### config.mk
export PLATFORM = sky130hd
export DESIGN_NAME = video_spi_loader_flat
export DESIGN_NICKNAME = d
export VERILOG_FILES = /design/src/rtl/video_spi_loader_if.sv /design/src/rtl/video_spi_loader.sv /design/src/flat_wrapper.sv
export SDC_FILE = /design/constraint.sdc
export NUM_CORES = 1
export LEC_CHECK = 0
export ABC_AREA = 1
export CAP_MARGIN = 40
export CORE_MARGIN = 4
export CORE_UTILIZATION = 45
export DETAILED_ROUTE_END_ITERATION = 16
export PLACE_DENSITY_LB_ADDON = 0.08
export SLEW_MARGIN = 10
export SYNTH_ARGS = -nofsm -noshare
export SYNTH_HDL_FRONTEND = slang
export SYNTH_SLANG_ARGS = --single-unit
### constraint.sdc
create_clock -name CLK_40 -period 3.2 [get_ports CLK_40]
set_input_delay 0.32 -clock CLK_40 [delete_from_list [all_inputs] [get_ports CLK_40]]
set_output_delay 0.32 -clock CLK_40 [all_outputs]
set_load 0.02 [all_outputs]
### src/rtl/video_spi_loader_if.sv
// Write port from the SPI loader into the video frame bank.
`timescale 1ns/1ps
interface video_spi_loader_if #(
   parameter int ADDR_W = 12
);
   logic              bank_full;
   logic              bank_wr_en;
   logic [ADDR_W-1:0] bank_wr_addr;
   logic [7:0]        bank_wr_data;
   logic              frame_done;

   modport master (
      input  bank_full,
      output bank_wr_en, bank_wr_addr, bank_wr_data, frame_done
   );

   modport slave (
      output bank_full,
      input  bank_wr_en, bank_wr_addr, bank_wr_data, frame_done
   );
endinterface

### src/rtl/video_spi_loader.sv
// Deserialises 1-bpp pixel bytes from MISO (paced by SPI_clk_en) and writes
// them sequentially into the frame bank, honouring bank_full backpressure.
`timescale 1ns/1ps
module video_spi_loader #(
   parameter int FRAME_BYTES = 2400,
   parameter int ADDR_W      = 12
) (
   input  logic                CLK_40,
   input  logic                reset_n,
   input  logic                video_bank_we,
   input  logic                SPI_clk_en,
   input  logic                MISO,
   output logic                SPI_CS_N,
   output logic                spi_active,
   video_spi_loader_if.master  bank
);

   localparam logic [ADDR_W-1:0] LAST_ADDR = ADDR_W'(FRAME_BYTES - 1);

   typedef enum logic [1:0] {
      IDLE,
      SHIFT,
      WRITE,
      HOLD
   } state_t;

   state_t            state_q, state_d;
   logic [6:0]        shift_q;
   logic [2:0]        bit_cnt_q;
   logic [7:0]        data_q;
   logic [ADDR_W-1:0] addr_q;
   logic              last_bit;

   assign last_bit = (state_q == SHIFT) && SPI_clk_en && (bit_cnt_q == 3'd7);

   always_comb begin
      state_d    = state_q;
      SPI_CS_N   = 1'b0;
      spi_active = 1'b0;
      case (state_q)
         IDLE: begin
            SPI_CS_N = 1'b1;
            if (video_bank_we && !bank.bank_full) state_d = SHIFT;
         end
         SHIFT: begin
            spi_active = 1'b1;
            // An in-flight byte always completes, even if enable drops or the bank fills.
            if (last_bit) state_d = WRITE;
         end
         WRITE: begin
            if (!video_bank_we)      state_d = IDLE;
            else if (bank.bank_full) state_d = HOLD;
            else                     state_d = SHIFT;
         end
         HOLD: begin
            if (!video_bank_we)       state_d = IDLE;
            else if (!bank.bank_full) state_d = SHIFT;
         end
         default: state_d = IDLE;
      endcase
   end

   always_ff @(posedge CLK_40 or negedge reset_n) begin
      if (!reset_n) begin
         state_q   <= IDLE;
         shift_q   <= '0;
         bit_cnt_q <= '0;
         data_q    <= '0;
         addr_q    <= '0;
      end else begin
         state_q <= state_d;
         if (state_q == SHIFT && SPI_clk_en) begin
            shift_q   <= {shift_q[5:0], MISO};
            bit_cnt_q <= bit_cnt_q + 3'd1;
         end
         if (last_bit) data_q <= {shift_q, MISO};
         if (state_q == WRITE) begin
            if (addr_q == LAST_ADDR) addr_q <= '0;
            else                     addr_q <= addr_q + ADDR_W'(1);
         end
      end
   end

   assign bank.bank_wr_en   = (state_q == WRITE);
   assign bank.bank_wr_addr = addr_q;
   assign bank.bank_wr_data = data_q;
   assign bank.frame_done   = (state_q == WRITE) && (addr_q == LAST_ADDR);

endmodule

### src/flat_wrapper.sv
// flat-port wrapper written by rule: the top's interface ports become plain ports
module video_spi_loader_flat 
#(
   parameter int FRAME_BYTES = 2400,
   parameter int ADDR_W      = 12
)
  (CLK_40, reset_n, video_bank_we, SPI_clk_en, MISO, SPI_CS_N, spi_active, bank_bank_full, bank_bank_wr_en, bank_bank_wr_addr, bank_bank_wr_data, bank_frame_done);
  video_spi_loader_if #(.ADDR_W(ADDR_W)) bank_i ();
  input  logic CLK_40;
  input  logic reset_n;
  input  logic video_bank_we;
  input  logic SPI_clk_en;
  input  logic MISO;
  output logic SPI_CS_N;
  output logic spi_active;
  input wire logic [$bits(bank_i.bank_full)-1:0] bank_bank_full;
  output wire logic [$bits(bank_i.bank_wr_en)-1:0] bank_bank_wr_en;
  output wire logic [$bits(bank_i.bank_wr_addr)-1:0] bank_bank_wr_addr;
  output wire logic [$bits(bank_i.bank_wr_data)-1:0] bank_bank_wr_data;
  output wire logic [$bits(bank_i.frame_done)-1:0] bank_frame_done;
  assign bank_i.bank_full = bank_bank_full;
  assign bank_bank_wr_en = bank_i.bank_wr_en;
  assign bank_bank_wr_addr = bank_i.bank_wr_addr;
  assign bank_bank_wr_data = bank_i.bank_wr_data;
  assign bank_frame_done = bank_i.frame_done;
  video_spi_loader #(.FRAME_BYTES(FRAME_BYTES), .ADDR_W(ADDR_W)) u_core (.CLK_40(CLK_40), .reset_n(reset_n), .video_bank_we(video_bank_we), .SPI_clk_en(SPI_clk_en), .MISO(MISO), .SPI_CS_N(SPI_CS_N), .spi_active(spi_active), .bank(bank_i));
endmodule
==> run_results.csv <==
group,metric,value,unit
status,status,"finished, final reports clean",
routing,wl_per_cell,11.63,um
flow_run,max_cap_viol_count,0,
clocking,cts_sinks,32,
timing,fin_crit_sh,0.7747,
die,initial_core_util,0.4664,
setup_path,max_stage_delay,0.64,ns
power,p_clk_frac,0.170,
power,p_seq_frac,0.474,
timing,finalClockSkew,0.007919,ns
place,portBuffers,29,
place,gp_congestion,0.8431,
layout,drive_gt1_frac,0.09417,
routing,antenna_left,0,
setup_path,cpMaxStageDelayCell,"clkdlybuf4s50_1",
setup_path,critPathMaxFanout,5,
power,p_int,0.0007884,W
clocking,clk_pin_slew,0.09,ns
timing,rsz0062_at_grt,"false",
global_route,antenna_found_initial,0,
die,dieArea,4464,um^2
clocking,cts_made_buffers,5,
clocking,htreeDepth,2,
clocking,clk_path_buf_depth,2,
yosys,synth_top_area_frac,0.5145,
setup_path,crit_chain,"ha_1 -> nand2_1 -> nor2_1 -> nand3_1 -> nor2_1 -> clkdlybuf4s50_1",
global_route,grt_pass1_wl,5402,um
layout,diodes,0,
timing,max_freq,403.4,MHz
yosys,ys_seq_area_frac,0.5145,
worst_hold_path,hp-class,"in -> async",
yosys,synthCells,188,
setup_path,start_kind,"flop",
place,dp.cells,262,
routing,vias,1307,
setup_path,cpLargestDelayFamily,"buffers and inverters",
layout,nets,232,
timing,min_period,2.479,ns
setup_path,endpoint_kind,"output pin",
yosys,yosysTopAreaCell,"dfrtp_1",
global_route,grtUsageTotal,0.1638,
routing,drc_errors,0,
clocking,insertion_delay,0.33,ns
setup_path,crit_arrival,2.16,ns
routing,drt_iter0_drc,90,
global_route,grt_max_degree,33,
setup_path,crit_required,2.88,ns
yosys,yosys-top-cells-area,"dfrtp_1 51%, nand2_1 14%, inv_1 5.8%",
clocking,cts_hold_buf,0,
yosys,yosysUniqueCellTypes,19,
clocking,cts_resized,0,
timing,tns,0,ns
place,place_hpwl,2268,um
setup_path,crit_type,"reg -> out",
timing,drv_slew,0,
timing,tightest_slew,0.3913,ns
timing,setup_viol,0,
setup_path,path_buf_inv,1,
power,switchingPower,0.0004422,W
yosys,ys_ff_latch,32,
power,power.density,637.0,nW/um^2
timing,final_hold_viol_count,0,
power,leakagePower,0.9090,nW
routing,first_pass_iters,5,
clocking,cts_tree,"done",
yosys,synth_nets,197,
global_route,grt_pass1_vias,1240,
routing,via_per_inst,4.859,
layout,area_growth,24.12,%
yosys,synth.avg_cell_area,8.279,um^2
die,die_x,66.81,um
power,switching_share,0.3593,
global_route,overflow,0,
die,core,3337,um^2
yosys,syn_area,1556,um^2
yosys,yosysWarnings,0,
clocking,cts_root_buf,"clkbuf_4",
setup_path,critPathMostFrequentCell,"nor2_1",
layout,final_cells,269,
die,pin_count,30,
timing,relSlewSlack,0.7391,
routing,totalWireLength,3129,um
power,p_comb_frac,0.356,
die,num_rows,21,
layout,fillers,316,
clocking,postCtsSetupBuffers,0,
power,ir_drop,0.3078,mV
die,die_h,66.81,um
per-layer routing:
metal  up-vias  GRT usage  share of wire  wire (um)
li1        652          -              -          -
met4         0    0.08122          0.022         70
met2        49     0.2500           0.45       1415
met5         -          0              0          0
met3         9    0.05565          0.070        220
met1       597     0.2051           0.45       1423
cell usage after synthesis, drive strengths merged:
master,n
a21oi,2
buf,3
dfrtp,32
ha,3
inv,24
nand2,62
nand3,11
nand4,2
nor2,22
nor3,4
nor4,1
o21ai,17
xnor2,2
xor2,3
worst paths after layout:
kind                                                    end  slack, ns  cells past startpoint                         from
worst max-delay path                        bank_frame_done       0.72                      6  u_core.bank.bank_wr_addr[0]
worst min-delay path            u_core.bank.bank_wr_data[6]       0.37                      2                      reset_n
worst max register to register  u_core.bank.bank_wr_data[1]       1.70                      7            u_core.state_q[1]
worst min register to register  u_core.bank.bank_wr_data[0]       0.47                      2  u_core.bank.bank_wr_data[0]
max in group asynchronous       u_core.bank.bank_wr_addr[5]       2.54                      2                      reset_n
min in group CLK_40             u_core.bank.bank_wr_data[0]       0.47                      2  u_core.bank.bank_wr_data[0]
area by class of cell:
| cell class | count | area (um^2) | area share |
|---|---|---|---|
| Sequential cell | 32 | 800.8 | 0.4145 |
| Timing Repair Buffer | 31 | 305.3 | 0.1580 |
| Inverter | 24 | 90.09 | 0.04663 |
| Clock buffer | 6 | 41.29 | 0.02137 |
| Tap cell | 46 | 57.56 | 0.02979 |
| Clock inverter | 1 | 5.005 | 0.002591 |
| Multi-Input combinational cell | 129 | 631.9 | 0.3271 |
flip-flops by register name (all words and copies together) (netlist names):
| signal | cells |
|---|---|
| u_core.bit_cnt_q | 3 |
| u_core.bank.bank_wr_data | 8 |
| u_core.bank.bank_wr_addr | 12 |
| u_core.shift_q | 7 |
| u_core.state_q | 2 |
cells by family after synthesis:
group | count (synthesis) | share of synthesized area
DFF | 32 | 0.5145
AOI/OAI and AO/OA | 19 | 0.07798
and+or+nand+nor | 102 | 0.2757
xor gates and xnor gates | 5 | 0.02814
buffers and inverters | 27 | 0.07958
adders and majority gates | 3 | 0.02412
power by group through the flow:
| stage | logic [W] | registers, W | clock network, W |
|---|---|---|---|
| 2_1_floorplan | 0.000225 | 0.000637 | 0 |
| 3_5_place_dp | 0.000443 | 0.000591 | 0 |
| 3_3_place_gp | 0.000437 | 0.000581 | 0 |
| 5_1_grt | 0.000496 | 0.000601 | 0.000240 |
| 6_report | 0.000438 | 0.000583 | 0.000209 |
| 4_1_cts | 0.000450 | 0.000585 | 0.000219 |
placed cells by master (no fill, tap or decap), types with 2 or more instances in the layout:
cell	netlist	routed
a21oi_1	2	2
buf_4	0	2
clkbuf_4	0	5
clkdlybuf4s50_1	0	29
dfrtp_1	32	32
ha_1	3	3
inv_1	24	24
nand2_1	58	58
nand2_2	4	4
nand3_1	11	11
nand4_1	2	2
nor2_1	20	20
nor3_1	4	4
o21ai_0	2	2
o21ai_1	8	8
o21ai_2	7	7
xnor2_1	2	2
xor2_1	3	3
worst reg2reg max path: cells and delay by family, from the launching register on:
kind / cells / cell delay, ns
buffers and inverters: 2 / 0.31
flip-flops: 1 / 0.44
AND/OR/NAND/NOR: 4 / 0.58
AO/OA/AOI/OAI: 1 / 0.06
through the flow:
step / total power (W) / hold WS, ns / instance area (um^2) / util / worst slack, ns
global placement: 0.001018 / 0.4583 / 1886 / 0.5651 / 1.161
detailed placement: 0.001034 / 0.4587 / 1886 / 0.5651 / 1.071
CTS: 0.001254 / 0.3773 / 1932 / 0.5789 / 0.6997
finish: 0.001231 / 0.3728 / 1932 / 0.5789 / 0.7210
floorplan: 0.0008617 / 0.02441 / 1556 / - / 1.498
global route: 0.001338 / 0.3811 / 1932 / 0.5789 / 0.5204
Note: power is estimated with default switching activity, not from simulation.
